--- src/rtl/bsg_manycore_remote_req_issue.sv ---
// One-entry remote request issue stage: holds a translated request until the network
// takes it, gated by an outstanding-credit counter. Optional fence: BSG_MANYCORE_REQ_ISSUE_FENCE_EN.
module bsg_manycore_remote_req_issue #(
  parameter int x_cord_width_p    = 4,
  parameter int y_cord_width_p    = 4,
  parameter int addr_width_p      = 16,
  parameter int data_width_p      = 32,
  parameter int max_out_credits_p = 2,
  localparam int credit_width_lp  = $clog2(max_out_credits_p+1)
) (
  input  logic                        clk_i,
  input  logic                        reset_i,

  input  logic                        v_i,
  output logic                        ready_o,
  input  logic [x_cord_width_p-1:0]   x_cord_i,
  input  logic [y_cord_width_p-1:0]   y_cord_i,
  input  logic [addr_width_p-1:0]     epa_i,
  input  logic                        is_invalid_addr_i,
  input  logic                        we_i,
  input  logic [data_width_p/8-1:0]   mask_i,
  input  logic [data_width_p-1:0]     data_i,
  input  logic                        fence_i,

  output logic                        v_o,
  input  logic                        yumi_i,
  output logic [x_cord_width_p-1:0]   x_cord_o,
  output logic [y_cord_width_p-1:0]   y_cord_o,
  output logic [addr_width_p-1:0]     addr_o,
  output logic                        we_o,
  output logic [data_width_p/8-1:0]   mask_o,
  output logic [data_width_p-1:0]     data_o,

  input  logic                        credit_return_i,
  output logic [credit_width_lp-1:0]  out_credits_o,
  output logic                        fault_v_o,
  output logic [addr_width_p-1:0]     fault_addr_o,
  output logic                        credit_error_o
);

  typedef enum logic [1:0] {EMPTY, SEND, FENCE_WAIT} state_e;

  localparam logic [credit_width_lp-1:0] max_credits_lp = credit_width_lp'(max_out_credits_p);

  state_e                       state_q, state_d;
  logic [credit_width_lp-1:0]   credits_q, credits_d;
  logic                         cred_err_q, cred_err_d;
  logic                         fault_v_q, fault_v_d;
  logic [addr_width_p-1:0]      fault_addr_q, fault_addr_d;
  logic [x_cord_width_p-1:0]    x_q, x_d;
  logic [y_cord_width_p-1:0]    y_q, y_d;
  logic [addr_width_p-1:0]      addr_q, addr_d;
  logic                         we_q, we_d;
  logic [data_width_p/8-1:0]    mask_q, mask_d;
  logic [data_width_p-1:0]      data_q, data_d;

  logic accept, fence_acc, req_acc, load, send, credits_max;

`ifdef BSG_MANYCORE_REQ_ISSUE_FENCE_EN
  assign fence_acc = accept & fence_i;
`else
  logic unused_fence;
  assign unused_fence = fence_i;
  assign fence_acc    = 1'b0;
`endif

  always_comb begin
    credits_max = (credits_q == max_credits_lp);
    v_o         = (state_q == SEND) & (credits_q != '0);
    send        = v_o & yumi_i;
    ready_o     = (state_q == EMPTY) | ((state_q == SEND) & yumi_i);
    accept      = v_i & ready_o;
    req_acc     = accept & ~fence_acc;
    load        = req_acc & ~is_invalid_addr_i;

    state_d = state_q;
    unique case (state_q)
      EMPTY:      if (load) state_d = SEND;
      SEND:       if (yumi_i) state_d = load ? SEND : EMPTY;
      FENCE_WAIT: if (credits_max) state_d = EMPTY;
      default:    state_d = EMPTY;
    endcase
    if (fence_acc) state_d = FENCE_WAIT;

    // A return alongside a send cancels out; a lone return at max is a protocol error.
    credits_d  = credits_q;
    cred_err_d = cred_err_q;
    if (credit_return_i & ~send) begin
      if (credits_max) cred_err_d = 1'b1;
      else             credits_d  = credits_q + credit_width_lp'(1);
    end else if (send & ~credit_return_i) begin
      credits_d = credits_q - credit_width_lp'(1);
    end

    fault_v_d    = req_acc & is_invalid_addr_i;
    fault_addr_d = fault_v_d ? epa_i : fault_addr_q;

    x_d    = load ? x_cord_i : x_q;
    y_d    = load ? y_cord_i : y_q;
    addr_d = load ? epa_i    : addr_q;
    we_d   = load ? we_i     : we_q;
    mask_d = load ? mask_i   : mask_q;
    data_d = load ? data_i   : data_q;
  end

  always_ff @(posedge clk_i) begin
    if (reset_i) begin
      state_q      <= EMPTY;
      credits_q    <= max_credits_lp;
      cred_err_q   <= 1'b0;
      fault_v_q    <= 1'b0;
      fault_addr_q <= '0;
      x_q          <= '0;
      y_q          <= '0;
      addr_q       <= '0;
      we_q         <= 1'b0;
      mask_q       <= '0;
      data_q       <= '0;
    end else begin
      state_q      <= state_d;
      credits_q    <= credits_d;
      cred_err_q   <= cred_err_d;
      fault_v_q    <= fault_v_d;
      fault_addr_q <= fault_addr_d;
      x_q          <= x_d;
      y_q          <= y_d;
      addr_q       <= addr_d;
      we_q         <= we_d;
      mask_q       <= mask_d;
      data_q       <= data_d;
    end
  end

  assign out_credits_o  = credits_q;
  assign credit_error_o = cred_err_q;
  assign fault_v_o      = fault_v_q;
  assign fault_addr_o   = fault_addr_q;
  assign x_cord_o       = x_q;
  assign y_cord_o       = y_q;
  assign addr_o         = addr_q;
  assign we_o           = we_q;
  assign mask_o         = mask_q;
  assign data_o         = data_q;

endmodule

--- config.mk ---
export PLATFORM = sky130hd
export DESIGN_NAME = bsg_manycore_remote_req_issue
export DESIGN_NICKNAME = d
export VERILOG_FILES = /design/src/rtl/bsg_manycore_remote_req_issue.sv
export SDC_FILE = /design/constraint.sdc
export NUM_CORES = 1
export LEC_CHECK = 0
export ABC_AREA = 1
export CORE_MARGIN = 2
export CORE_UTILIZATION = 30
export DETAILED_ROUTE_END_ITERATION = 16
export GPL_ROUTABILITY_DRIVEN = 1
export SLEW_MARGIN = 20
export SYNTH_ARGS = -nofsm -noshare
export SYNTH_HDL_FRONTEND = slang
export SYNTH_SLANG_ARGS = --single-unit
--- constraint.sdc ---
create_clock -name clk_i -period 1.6 [get_ports clk_i]
set_input_delay 0.32 -clock clk_i [delete_from_list [all_inputs] [get_ports clk_i]]
set_output_delay 0.32 -clock clk_i [all_outputs]
set_load 0.01 [all_outputs]
Word-level counts from Yosys, hierarchy flattened --
Index checks and enable logic that the tools add are counted.
Word-level totals: bits of input ports 68, output and inout bits 83, word-level logic and storage cells 46, register bits 83
Operators by class: reduce and logical (&&, ||, !) cells 6, bitwise operators 12, add/sub/neg operators 2, eq/ne operators 7, multiplexer cells 8
Operator list (count):
- 2-to-1 mux 2 bit | 6
- bitwise AND 1 bit | 8
- != test 2 bit, second input constant | 4
- case mux 2 bit (3 select lines) | 1
- == test 2 bit, second input constant | 2
- AND reduction 2 bit | 2
- nonzero test 2 bit | 2
- inverter 1 bit | 3
- AND reduction 3 bit | 1
- adder 2 x 1 -> 2 bit, second input constant | 1
- == test 2 x 1 -> 1 bit, second input constant | 1
- logical NOT 2 bit | 1
- subtractor 2 x 1 -> 2 bit, second input constant | 1
- 2-to-1 mux 1 bit | 1
- OR 1 bit | 1

Depth between registers and ports, before layout --
word-level depth 8, mapped depth 8, depth with buffers taken out 7

Least setup slack after synthesis --
No wires, ideal clock.
path type register -> register, start reg state_q[0], end reg addr_q[10], in the netlist addr_o[10], library setup time 0.143 ns, data arrival time 1.151 ns, required time 1.457 ns, clock period less this slack 1.294 ns, setup slack 0.306 ns, buffers on the path 2, stages on the path, launching flop included 9, cells stage by stage dfxtp_1 -> inv_2 -> or2_4 -> nand3b_4 -> buf_8 -> inv_4 -> buf_6 -> nand2_1 -> a21oi_2
On the way: word-level cells in the longest chain between the ends 5, elaborated cells on any way between the ends 6, those cells by class 1 x eq/ne; 4 x bitwise; 1 x reduce/logical
RTL lines:
- start: declaration | line 45 | state_e state_q, state_d;
- start signal: assignment | line 120 | state_q <= state_d;
- == test 2 x 1 -> 1 bit | line 71 | ready_o = (state_q == EMPTY) | ((state_q == SEND) & yumi_i);
- bitwise AND 1 bit | line 71
- OR 1 bit (*) | line 71
- named net ready_o | line 15 | output logic ready_o,
- bitwise AND 1 bit (*) | line 72 | accept = v_i & ready_o;
- bitwise AND 1 bit (*) | line 74 | load = req_acc & ~is_invalid_addr_i;
- end signal: assignment | line 127 | addr_q <= addr_d;
- end: declaration | line 52 | logic [addr_width_p-1:0] addr_q, addr_d;
Mark *: on every way through the listed nets, which the timed path passes. The rest lies on a longest branch. A chain may end at the register's enable or synchronous reset.

Worst setup path in the final report --
start in yumi_i, end out ready_o
On the way: word-level cells in the longest chain between the ends 2
RTL lines:
- start: declaration | line 26 | input logic yumi_i,
- bitwise AND 1 bit | line 71
- OR 1 bit | line 71
- end: declaration | line 15
No other way between the ends.

==> results.sh <==
export IMPL_dr_total_vias=2863
export IMPL_hold_path_class="reg -> reg"
export IMPL_cts_tree="done"
export IMPL_p_leak_nw=2.48
export IMPL_fin_crit_sh_pct=98.3
export IMPL_synth_top_cells_by_area="dfxtp_1 (52%), nand2_1 (12%), a21oi_2 (8.0%)"
export IMPL_io_pins=151
export IMPL_final_min_clock_period_ns=1.57
export IMPL_grt_util_all_layers_pct=14.9
export IMPL_crit_required_ns=1.28
export IMPL_cp_end_kind="output pin"
export IMPL_final_cell_mix="nand2_1 (101), clkdlybuf4s50_1 (95), dfxtp_1 (81)"
export IMPL_fmax_mhz=636
export IMPL_netlist_area_um2=3190
export IMPL_postCtsSetupBuffers=0
export IMPL_drtPass1Iterations=4
export IMPL_cts_sinks=82
export IMPL_path_clk_slew_ns=0.08
export IMPL_p_total_mw=4.49
export IMPL_place_inst=647
export IMPL_die_h_um=107
export IMPL_reg2reg_from="state_q[0]"
export IMPL_yosysUniqueCellTypes=21
export IMPL_hold_viol=0
export IMPL_path_buf_inv=2
export IMPL_finClkSkew_ns=0.0108
export IMPL_cts_root_buffer="clkbuf_8"
export IMPL_yosysWarnings=0
export IMPL_maxSlewViolCount=0
export IMPL_antenna_cells=0
export IMPL_setup_viol=0
export IMPL_io_buffers=149
export IMPL_p_per_area_nw_per_um2=883
export IMPL_whs_ns=0.444
export IMPL_outcome="finished clean"
export IMPL_cts_buffer_depth=2
export IMPL_die_x_um=107
export IMPL_final_util_pct=49.3
export IMPL_clkLatencyLatePin_ns=0.35
export IMPL_gp_congestion=0.725
export IMPL_grt_pass1_wl_um=13700
export IMPL_nNetsFinal=590
export IMPL_first_iter_violations=102
export IMPL_design_core_area_um2=10300
export IMPL_drive_above_1_share_pct=18.6
export IMPL_min_from="fault_addr_o[6]"
export IMPL_synth_area_per_cell_um2=8.59
export IMPL_yosysSeqAreaShare_pct=51.5
export IMPL_synth_top_area_share_pct=51.5
export IMPL_grt_pass1_vias=2856
export IMPL_rrSetupSlack_ns=0.24
export IMPL_cp_cell_sequence="clkdlybuf4s50_1 > or2_4 > clkdlybuf4s15_2"
export IMPL_wl_per_cell_um=13.1
export IMPL_reg2reg_to="addr_o[7]"
export IMPL_crit_type="in -> out"
export IMPL_synth_fp_nets=439
export IMPL_max_stage_delay_ns=0.43
export IMPL_placementRows=37
export IMPL_tightest_slew_ns=0.449
export IMPL_cp_slowest_cell="clkdlybuf4s50_1"
export IMPL_postLayoutSetupSlackWorst_ns=0.0275
export IMPL_fin_cells=663
export IMPL_min_to="fault_addr_o[6]"
export IMPL_ant_nets=0
export IMPL_crit_fanout=3
export IMPL_maxSlewHeadroom_pct=70.1
export IMPL_vias_per_cell=4.32
export IMPL_antenna_found_initial=0
export IMPL_drt_total_wl_um=8680
export IMPL_h_tree_depth=3
export IMPL_overflow=0
export IMPL_dp_final_hpwl_um=6010
export IMPL_r2r_cells=7
export IMPL_cts_hold_buffers=0
export IMPL_synth_top_area_cell="dfxtp_1"
export IMPL_initial_core_util_pct=30.9
export IMPL_syn_inst=371
export IMPL_place_worst_setup_slack_ns=-0.325
export IMPL_min_path_cells=2
export IMPL_area_growth_pct=59.6
export IMPL_grt_max_degree=62
export IMPL_drv_cap=0
export IMPL_mostFrequentLayoutCell="nand2_1"
export IMPL_cp_start_kind="input port"
export IMPL_crit_family="buffers and inverters"
export IMPL_cp_arrival_ns=1.25
export IMPL_rsz0062_at_grt="no"
export IMPL_synth_seq_cells=82
export IMPL_drcViolationCount=0
export IMPL_dieArea_um2=11500
export IMPL_cts_buffers=9
export IMPL_ir_worst_vdd_v=0.000473
## how the worst max path moves through the flow
stage | startpoint | endpoint | slack (ns) | cells after the start
2_1_floorplan | state_q[0] | addr_o[10] | 0.31 | 8
3_3_place_gp | yumi_i | addr_o[8] | -0.30 | 6
3_5_place_dp | yumi_i | y_cord_o[1] | -0.32 | 6
4_1_cts | yumi_i | ready_o | -0.0001 | 3
5_1_grt | data_o[8] | data_o[8] | 0.0002 | 1
6_report | yumi_i | ready_o | 0.03 | 3
## kinds of logic (layout without fill, tap and decap cells)
logic type / after synthesis / after routing / synth area share [%]
compound gates: 96 / 96 / 18.6
buf+inv: 48 / 204 / 9.39
flops: 82 / 82 / 51.5
simple gates: 145 / 145 / 20.5
## Yosys cell counts
master	instances
nand3b_4	1
inv_1	21
inv_2	1
nand3_2	1
o21ai_1	1
o21ai_0	15
a21oi_1	50
inv_4	1
nand2_1	101
or2_4	1
nand2_2	29
clkbuf_1	9
a21oi_2	29
dfxtp_1	82
nor2_1	6
o21a_1	1
buf_2	3
nand3_1	5
buf_8	4
nand4_1	1
buf_6	9
## per-layer routing
metal	part of all wire [%]	vias up	global-route usage, %
li1	-	1482	-
met4	0.78	0	4.73
met2	48	88	25.2
met5	0	-	0
met3	9.0	7	5.78
met1	42	1286	17.2
## tightest hold or removal path, delay by kind of cell, from the launching register on
| kind | cells | cell delay [ns] |
|---|---|---|
| DFF | 1 | 0.31 |
| AOI/OAI and AO/OA | 1 | 0.05 |
| buffers and inverters | 1 | 0.04 |
## state kept, by name, indices dropped and copies added (netlist names)
signal,flops
out_credits_o,2
credit_error_o,1
data_o,32
addr_o,16
state_q,1
we_o,1
y_cord_o,4
mask_o,4
fault_addr_o,16
x_cord_o,4
fault_v_o,1
## through the flow
| step | TNS, ns | area, µm² |
|---|---|---|
| 2_1_floorplan | 0 | 3190 |
| 3_3_place_gp | -18.06 | 4810 |
| 3_5_place_dp | -20.17 | 4810 |
| 4_1_cts | -0.000140 | 4990 |
| 5_1_grt | 0 | 5080 |
| 6_report | 0 | 5080 |
## cell type report
| type | count | area, µm² |
|---|---|---|
| Fill cell | 1025 | 5240 |
| Timing Repair Buffer | 165 | 1740 |
| Sequential cell | 82 | 1640 |
| Multi-Input combinational cell | 241 | 1240 |
| Tap cell | 136 | 170 |
| Clock buffer | 10 | 128 |
| Inverter | 23 | 91.3 |
| Clock inverter | 6 | 67.6 |
## power breakdown
group	internal, mW	switching (mW)
Sequential	2.15	0.0630
Clock	0.724	0.753
Combinational	0.439	0.358
Total	3.32	1.17
## timing repair
item | 4_1_cts | 5_1_grt
pin swaps | 0 | 1
resized for setup | 18 | 41
setup endpoints to repair | 16 | 100
Power figures use the tool's default switching activity.
